File: config.mk
export PLATFORM = sky130hd
export DESIGN_NAME = snd_mixer
export DESIGN_NICKNAME = d
export VERILOG_FILES = /design/src/rtl/snd_pkg.sv /design/src/rtl/snd_lpf.sv /design/src/rtl/snd_mixer.sv
export SDC_FILE = /design/constraint.sdc
export NUM_CORES = 1
export LEC_CHECK = 0
export BUFFER_PORTS_ARGS = -buffer_cell sky130_fd_sc_hd__buf_2
export CELL_PAD_IN_SITES_DETAIL_PLACEMENT = 1
export CELL_PAD_IN_SITES_GLOBAL_PLACEMENT = 2
export CORE_ASPECT_RATIO = 0.7
export CORE_MARGIN = 2
export CORE_UTILIZATION = 39
export CTS_CLUSTER_DIAMETER = 200
export DETAILED_ROUTE_END_ITERATION = 8
export GPL_ROUTABILITY_DRIVEN = 0
export PLACE_DENSITY_LB_ADDON = 0.1
export SYNTH_ARGS = -nofsm -noshare
export SYNTH_HDL_FRONTEND = slang
export SYNTH_SLANG_ARGS = --single-unit
File: constraint.sdc
create_clock -name clk -period 11.6 [get_ports clk]
set_clock_uncertainty 0.15 [all_clocks]
set_input_delay 1.74 -clock clk [delete_from_list [all_inputs] [get_ports clk]]
set_output_delay 1.74 -clock clk [all_outputs]
set_load 0.02 [all_outputs]
File: src/rtl/snd_pkg.sv
// Shared types and constants for the expansion-audio mixer.
package snd_pkg;

  // Mixer sequencer states.
  typedef enum logic [1:0] {
    SND_IDLE = 2'd0,
    SND_MAC  = 2'd1,
    SND_SAT  = 2'd2,
    SND_FILT = 2'd3
  } snd_state_e;

  localparam int SND_OUT_W  = 16;
  localparam int SND_GAIN_W = 8;

  // Accumulator width: one full product plus enough headroom for CH_NUM
  // products and a spare bit, so the running sum can never wrap.
  function automatic int snd_acc_w(input int ch_w, input int ch_num);
    return ch_w + SND_GAIN_W + $clog2(ch_num) + 1;
  endfunction

endpackage

File: src/rtl/snd_lpf.sv
// One-pole low-pass filter: y += (x - y) >>> FILT_SHIFT, clamped to 16 bits.
// FILT_SHIFT == 0 makes the filter a plain enabled register.
module snd_lpf #(
  parameter int FILT_SHIFT = 2
) (
  input  logic        clk,
  input  logic        rst,
  input  logic        en,
  input  logic [15:0] x,
  output logic [15:0] y
);

  logic [15:0]        y_q, y_d;
  logic signed [16:0] diff;
  logic signed [16:0] step;
  logic signed [17:0] sum;

  // Next filter state; only moves when en is high, otherwise holds.
  always_comb begin
    y_d  = y_q;
    diff = $signed({1'b0, x}) - $signed({1'b0, y_q});
    step = diff >>> FILT_SHIFT;
    sum  = $signed({2'b00, y_q}) + $signed({step[16], step});
    if (en) begin
      if (FILT_SHIFT == 0) begin
        y_d = x;
      end else if (sum < 18'sd0) begin
        y_d = 16'h0000;
      end else if (sum > 18'sd65535) begin
        y_d = 16'hFFFF;
      end else begin
        y_d = sum[15:0];
      end
    end
  end

  // Filter state register.
  always_ff @(posedge clk or posedge rst) begin
    if (rst) begin
      y_q <= 16'h0000;
    end else begin
      y_q <= y_d;
    end
  end

  assign y = y_q;

endmodule

File: src/rtl/snd_mixer.sv
// Expansion-audio mixer: one sample per falling edge of M2, channels summed
// serially through a shared multiply-accumulate, then shifted, saturated and
// low-pass filtered into a 16-bit level for the DAC.
// snd_stb is a single-clk strobe, high in the same cycle snd_out first shows
// the new sample; there is no back-pressure, the consumer must take it then.
module snd_mixer
  import snd_pkg::*;
#(
  parameter int CH_NUM     = 4,
  parameter int CH_W       = 16,
  parameter int GAIN_SHIFT = 6,
  parameter int FILT_SHIFT = 2
) (
  input  logic                         clk,
  input  logic                         rst,
  input  logic                         m2,
  input  logic [CH_NUM*CH_W-1:0]       ch_in,
  input  logic [CH_NUM*SND_GAIN_W-1:0] ch_gain,
  input  logic [CH_NUM-1:0]            ch_en,
  output logic [SND_OUT_W-1:0]         snd_out,
  output logic                         snd_stb,
  output logic                         ovr,
  input  logic                         ovr_clr
);

  localparam int ACC_W  = snd_acc_w(CH_W, CH_NUM);
  localparam int PROD_W = CH_W + SND_GAIN_W;
  localparam int IDX_W  = (CH_NUM > 1) ? $clog2(CH_NUM) : 1;
  localparam logic [IDX_W-1:0] LAST_IDX = IDX_W'(CH_NUM - 1);

  snd_state_e state_q, state_d;

  logic m2_s1_q, m2_s1_d;
  logic m2_s2_q, m2_s2_d;
  logic m2_prev_q, m2_prev_d;
  logic tick;

  logic [CH_NUM*CH_W-1:0]       ch_snap_q, ch_snap_d;
  logic [CH_NUM*SND_GAIN_W-1:0] gain_snap_q, gain_snap_d;
  logic [CH_NUM-1:0]            en_snap_q, en_snap_d;
  logic [IDX_W-1:0]             idx_q, idx_d;
  logic [ACC_W-1:0]             acc_q, acc_d;
  logic                         ovr_q, ovr_d;
  logic                         stb_q, stb_d;

  logic [CH_W-1:0]       ch_sel;
  logic [SND_GAIN_W-1:0] gain_sel;
  logic                  en_sel;
  logic [PROD_W-1:0]     prod;
  logic [ACC_W-1:0]      acc_shr;
  logic [SND_OUT_W-1:0]  sat_x;
  logic                  lpf_en;

  // M2 synchroniser and falling-edge detect; tick lasts one clk.
  always_comb begin
    m2_s1_d   = m2;
    m2_s2_d   = m2_s1_q;
    m2_prev_d = m2_s2_q;
    tick      = m2_prev_q & ~m2_s2_q;
  end

  // Sequencer state register.
  always_ff @(posedge clk or posedge rst) begin
    if (rst) begin
      state_q <= SND_IDLE;
    end else begin
      state_q <= state_d;
    end
  end

  // Sequencer next state: IDLE -> MAC (CH_NUM clks) -> SAT -> FILT -> IDLE.
  always_comb begin
    state_d = state_q;
    case (state_q)
      SND_IDLE: if (tick) state_d = SND_MAC;
      SND_MAC:  if (idx_q == LAST_IDX) state_d = SND_SAT;
      SND_SAT:  state_d = SND_FILT;
      SND_FILT: state_d = SND_IDLE;
      default:  state_d = SND_IDLE;
    endcase
  end

  // Select the snapshot channel addressed by idx and form its product.
  always_comb begin
    ch_sel   = '0;
    gain_sel = '0;
    en_sel   = 1'b0;
    for (int i = 0; i < CH_NUM; i++) begin
      if (idx_q == IDX_W'(i)) begin
        ch_sel   = ch_snap_q[i*CH_W +: CH_W];
        gain_sel = gain_snap_q[i*SND_GAIN_W +: SND_GAIN_W];
        en_sel   = en_snap_q[i];
      end
    end
    prod = en_sel ? (PROD_W'(ch_sel) * PROD_W'(gain_sel)) : '0;
  end

  // Gain shift and saturation of the finished sum into the filter input.
  always_comb begin
    acc_shr = acc_q >> GAIN_SHIFT;
    sat_x   = (|acc_shr[ACC_W-1:SND_OUT_W]) ? {SND_OUT_W{1'b1}}
                                            : acc_shr[SND_OUT_W-1:0];
    lpf_en  = (state_q == SND_SAT);
  end

  // Datapath and output next values: snapshot, accumulate, strobe, overrun.
  always_comb begin
    ch_snap_d   = ch_snap_q;
    gain_snap_d = gain_snap_q;
    en_snap_d   = en_snap_q;
    idx_d       = idx_q;
    acc_d       = acc_q;
    stb_d       = (state_q == SND_SAT);
    ovr_d       = ovr_q;
    case (state_q)
      SND_IDLE: begin
        if (tick) begin
          ch_snap_d   = ch_in;
          gain_snap_d = ch_gain;
          en_snap_d   = ch_en;
          idx_d       = '0;
          acc_d       = '0;
        end
      end
      SND_MAC: begin
        acc_d = acc_q + ACC_W'(prod);
        if (idx_q != LAST_IDX) idx_d = idx_q + IDX_W'(1);
      end
      default: ;
    endcase
    // A new overrun outranks a clear arriving in the same clk.
    if (tick && (state_q != SND_IDLE)) begin
      ovr_d = 1'b1;
    end else if (ovr_clr) begin
      ovr_d = 1'b0;
    end
  end

  // Datapath, synchroniser and flag registers.
  always_ff @(posedge clk or posedge rst) begin
    if (rst) begin
      m2_s1_q     <= 1'b0;
      m2_s2_q     <= 1'b0;
      m2_prev_q   <= 1'b0;
      ch_snap_q   <= '0;
      gain_snap_q <= '0;
      en_snap_q   <= '0;
      idx_q       <= '0;
      acc_q       <= '0;
      ovr_q       <= 1'b0;
      stb_q       <= 1'b0;
    end else begin
      m2_s1_q     <= m2_s1_d;
      m2_s2_q     <= m2_s2_d;
      m2_prev_q   <= m2_prev_d;
      ch_snap_q   <= ch_snap_d;
      gain_snap_q <= gain_snap_d;
      en_snap_q   <= en_snap_d;
      idx_q       <= idx_d;
      acc_q       <= acc_d;
      ovr_q       <= ovr_d;
      stb_q       <= stb_d;
    end
  end

  // The filter register doubles as the snd_out holding register.
  snd_lpf #(
    .FILT_SHIFT(FILT_SHIFT)
  ) u_lpf (
    .clk(clk),
    .rst(rst),
    .en (lpf_en),
    .x  (sat_x),
    .y  (snd_out)
  );

  assign snd_stb = stb_q;
  assign ovr     = ovr_q;

endmodule

## After elaboration in Yosys (flattened, before gate mapping)

Cells that the tools add are included.

- Add/sub/neg operators: 4
- Multipliers: 1
- Order comparisons: 2
- Equal/unequal tests: 10
- Muxes and demuxes: 26
- Bitwise operators: 2
- Reductions and logical operators: 11

Operator list:

| cell | number |
|---|---|
| 16-bit 2-to-1 mux | 7 |
| 27-bit one-hot mux with 2 select lines | 1 |
| 8-bit 2-to-1 mux | 4 |
| 27-bit by 24-bit adder with 27-bit output | 1 |
| 27-bit 2-to-1 mux | 1 |
| 16-bit by 8-bit multiplier with 24-bit output | 1 |
| 24-bit 2-to-1 mux | 1 |
| 17-bit by 15-bit adder with 18-bit output | 1 |
| 18-bit by 17-bit greater-than comparator with 1-bit output (second input constant) | 1 |
| 18-bit by 1-bit less-than comparator with 1-bit output (second input constant) | 1 |
| 16-bit by 16-bit subtractor with 17-bit output | 1 |
| 2-bit equality test (second input constant) | 4 |
| 2-bit 2-to-1 mux | 4 |
| 2-bit != test (second input constant) | 4 |
| 2-bit one-hot mux with 4 select lines | 1 |
| 1-bit 2-to-1 mux | 6 |
| 2-bit AND reduction | 3 |
| 2-bit nonzero test | 3 |
| 5-bit OR reduction | 1 |
| 2-bit by 1-bit equality test with 1-bit output (second input constant) | 2 |
| 2-bit zero test | 2 |
| 2-bit one-hot mux with 2 select lines | 1 |
| 3-bit AND reduction | 1 |
| 2-bit by 1-bit adder with 2-bit output (second input constant) | 1 |
| other kinds (3) | 3 |

- Register bits: 152
- Bits of input ports: 104
- Word-level logic and storage cells: 68

## Depth between registers and ports, before layout

- Depth in word-level cells: 9
- Gate-level depth with buffers: 37

## By module

From an unflattened synthesis, not the netlist that was laid out.

- Cells, all modules: 1759
- Area, all modules: 14144.8 µm²

By module, submodules not included:

| module | instances | cells each | area an instance (µm²) | seq. area each (µm²) |
|---|---|---|---|---|
| snd_mixer | 1 | 1462 | 11700.0 | 3403.3 |
| snd_lpf | 1 | 297 | 2444.8 | 400.4 |

## Worst setup path before layout

No wires, ideal clock.

- Path kind: reg-to-reg
- Start: register idx_q[1]
- End: register acc_q[24]
- Arrival time: 7.774 ns
- Data required time: 11.322 ns
- Setup slack: 3.547 ns
- Stages on the path, launching flop included: 34
- Cell sequence: dfrtp_1 > inv_1 > ha_1 > clkbuf_1 > clkbuf_1 > nor2_1 > a21oi_1 > nor2_1 > a21oi_1 > nor2_1 > a21oi_1 > clkbuf_1 > nor2_1 > fa_1 > fa_1 > fa_1 > inv_1 > fa_1 > inv_1 > ha_1 > o21a_1 > o21ai_0 > a21o_1 > a311oi_1 > or3_1 > nand3_1 > or3b_2 > ha_1 > a21oi_1 > inv_1 > a2111oi_0 > a211oi_1 > xnor2_1 > nor2_1

- Word-level cells in the longest chain between the ends: 9
- Elaborated cells on any way between the ends: 20
- Those cells by class: 1 x add/sub; 1 x mul; 3 x eq/ne; 14 x mux; 1 x reduce/logical

RTL lines:

| what | line | text |
|---|---|---|
| from (decl) | snd_mixer.sv:41 | `logic [IDX_W-1:0] idx_q, idx_d;` |
| from (signal assigned) | snd_mixer.sv:159 | `idx_q <= idx_d;` |
| 2-bit zero test | snd_mixer.sv:89 | `if (idx_q == IDX_W'(i)) begin` |
| 16-bit 2-to-1 mux / 8-bit 2-to-1 mux (equally long branches) (4 in series) | snd_mixer.sv:89 |  |
| 16-bit by 8-bit multiplier with 24-bit output | snd_mixer.sv:95 | `prod = en_sel ? (PROD_W'(ch_sel) * PROD_W'(gain_sel)) : '0;` |
| 24-bit 2-to-1 mux (*) | snd_mixer.sv:95 |  |
| 27-bit by 24-bit adder with 27-bit output (*) | snd_mixer.sv:126 | `acc_d = acc_q + ACC_W'(prod);` |
| 27-bit one-hot mux with 2 select lines (*) | snd_mixer.sv:115 | `case (state_q)` |
| to (signal assigned) | snd_mixer.sv:149 | `acc_q <= '0;` |
| to (signal assigned) | snd_mixer.sv:160 | `acc_q <= acc_d;` |
| to (decl) | snd_mixer.sv:42 | `logic [ACC_W-1:0] acc_q, acc_d;` |

Every way passes the cells marked *; elsewhere a longest branch is shown, timed or not.
A chain may end at the register's enable or synchronous reset.

## Worst setup path in the final report

Ends and elaborated chain as after synthesis.

==> results.cfg <==
[routing]
avgViaCountPerCell = 5.37
wl_per_cell_um = 18.8
first_pass_iters = 4
dr_total_vias = 10702
wl_um = 37400
drtIter0Drc = 522
drcViolationCount = 0
drtAntennaViolNets = 0

[clock_network]
clock_latency_ns = 0.46
ctsHoldBuffers = 0
cts_root_buf = clkbuf_16
cts_max_level = 4
ctsResizeCount = 0
cts_tree = done
cts.sinks = 152
clock_path_buffers = 2
path_clk_slew_ns = 0.08
post_cts_buffers = 0
numCtsBuffers = 17

[logic_synthesis]
seq_area_frac_synth_pct = 28.6
yosysWarnings = 0
synth_most_common_cell = nor2_1
syn_area_um2 = 13300
synth_edf_count = 0
syn_inst = 1445
ys_ff_latch = 152
synthTopCellsByCount = nor2_1 (232), dfrtp_1 (152), inv_1 (136)
ys_async_sr_fraction_pct = 100
syn_avg_cell_area_um2 = 9.21
ys.flop_type = dfrtp_1
netlist.area_leader.share_pct = 28.6
synthTopCellsByArea = dfrtp_1 (29%), fa_1 (13%), ha_1 (10%)
ys_types = 73
synth_nets = 1743
yosysTopAreaCell = dfrtp_1

[sta]
tightest_slew_ns = 1.04
hold_violations = 0
relSlewSlack_pct = 30.7
setup_viol = 0
fin_crit_sh_pct = 81.0
finalMaxSlewViolations = 0
hold_slack_ns = 0.209
rsz0062_at_grt = false
fin_setup_tns_ns = 0
finalCriticalPeriod_ns = 9.40
max_freq_ghz = 0.106

[worst_hold_path]
worstHoldPathType = flip-flop to flip-flop
min_from = m2_s1_q
min_path_cells = 0
worstHoldEndpoint = m2_prev_d

[cells_and_area]
area_delta_synth_final_pct = 12.8
drive_gt1_share_pct = 21.4
layout.nets = 1844
num_antenna_cells = 0

[worst_setup_path]
cp_max_fo = 14
worst_ep_arrival_time_ns = 9.59
cp-start-kind = flip-flop
rrSetupSlack_ns = 2.20
rr_startpoint = idx_q[1]
r2r.worst_path.cells = 31
critPathKind = flip-flop to flip-flop
cp.required_ns = 11.79
cp_common_cell = inv_1
crit_path_end_kind = flip-flop
cp_slowest_cell = a2111oi_0
timing.rr.end = acc_q[24]
cpPeakStageDelay_ns = 0.74

[global_route]
track_usage_pct = 21.7
antenna_found_initial = 0
grt_max_degree = 99
grt_pass1_vias = 10905
grt_overflow = 0
grt_pass1_wl_um = 60100

[placed_design]
port_buffers = 121
dp_hpwl_um = 29500

[floorplan]
rows = 56
die_x_um = 225
dieArea_um2 = 35600
core_area_um2 = 33600
io_pins = 122
die_h_um = 159
initial_core_util_pct = 39.6

[run_status]
status = completed

[flow_run]
drv_cap = 0
## placed cells by master, fill, tap and decap left out, types with 9 or more instances in the layout
master       n
nor2b_1     15
inv_1      135
dfrtp_1    152
buf_2      121
or3_1       23
ha_1       106
a21o_1      25
nand2_1     74
o21ai_0     49
a21oi_1    116
a311oi_2    10
nand3_1     22
buf_4       16
xor2_1      28
nor3_1      20
a31oi_1      9
or2_2       25
clkbuf_16   17
fa_1        86
nand2b_1    11
nor2_1     232
xnor2_1     27
o21a_1      11
mux2_2     101
## critical path, delay by kind of cell (launching register included)
family / cells / cell delay (ns)
compound gates: 10 / 3.59
flops: 1 / 0.42
xor+xnor: 1 / 0.19
buf+inv: 5 / 0.33
fa+ha+maj: 7 / 3.14
simple gates: 8 / 1.44
## per-stage QoR
stage	area, um2	instances	utilization [%]	worst slack [ns]
floorplan	13300	1445	-	3.55
global placement	14400	1962	42.9	2.73
detailed placement	14400	1962	42.9	2.28
CTS	15000	1994	44.7	2.28
global route	15000	1994	44.7	1.53
finish	15000	1994	44.7	2.20
## cell type report
cell class                      count  area (um2)
Multi-Input combinational cell   1102        8800
Timing Repair Buffer              137         726
Fill cell                        3879       18600
Clock buffer                       17         425
Sequential cell                   152        3800
Tap cell                          435         544
Inverter                          136         515
Clock inverter                     15         191
## routing by layer
metal,GRT usage (%),up-vias,part of all wire [%]
li1,-,5134,-
met1,34.7,5416,56
met2,30.5,128,41
met3,3.30,24,2.8
met4,4.19,0,0.82
met5,0,-,0
## sequential cells by signal, indices dropped and copies added, names as in the netlist
register     count
ch_snap_q       64
gain_snap_q     32
acc_q           27
u_lpf.y         16
en_snap_q        4
idx_q            2
state_q          2
m2_prev_d        1
m2_prev_q        1
m2_s1_q          1
ovr              1
snd_stb          1
## worst max-delay path by stage
stage	from	end	slack (ns)	cells past startpoint
final	idx_q[1]	acc_q[24]	2.20	31
after global placement	idx_q[0]	acc_q[24]	2.73	30
after detailed placement	idx_q[1]	acc_q[24]	2.28	31
after floorplan	idx_q[1]	acc_q[24]	3.55	33
after global routing	idx_q[1]	acc_q[24]	1.53	31
after CTS	idx_q[1]	acc_q[24]	2.28	31
## logic make-up after synthesis
family                     count (synthesis)  synth area share (%)
AOI/OAI and AO/OA                        296                  14.8
xor gates and xnor gates                  56                  3.74
adders and majority gates                194                  23.1
buffers and inverters                    191                  5.55
DFF                                      152                  28.6
muxes                                    104                  8.87
and+or+nand+nor                          452                  15.4
Power is not shown: default switching activity piles up to over one toggle a cycle in this logic, so the estimate is an artifact.
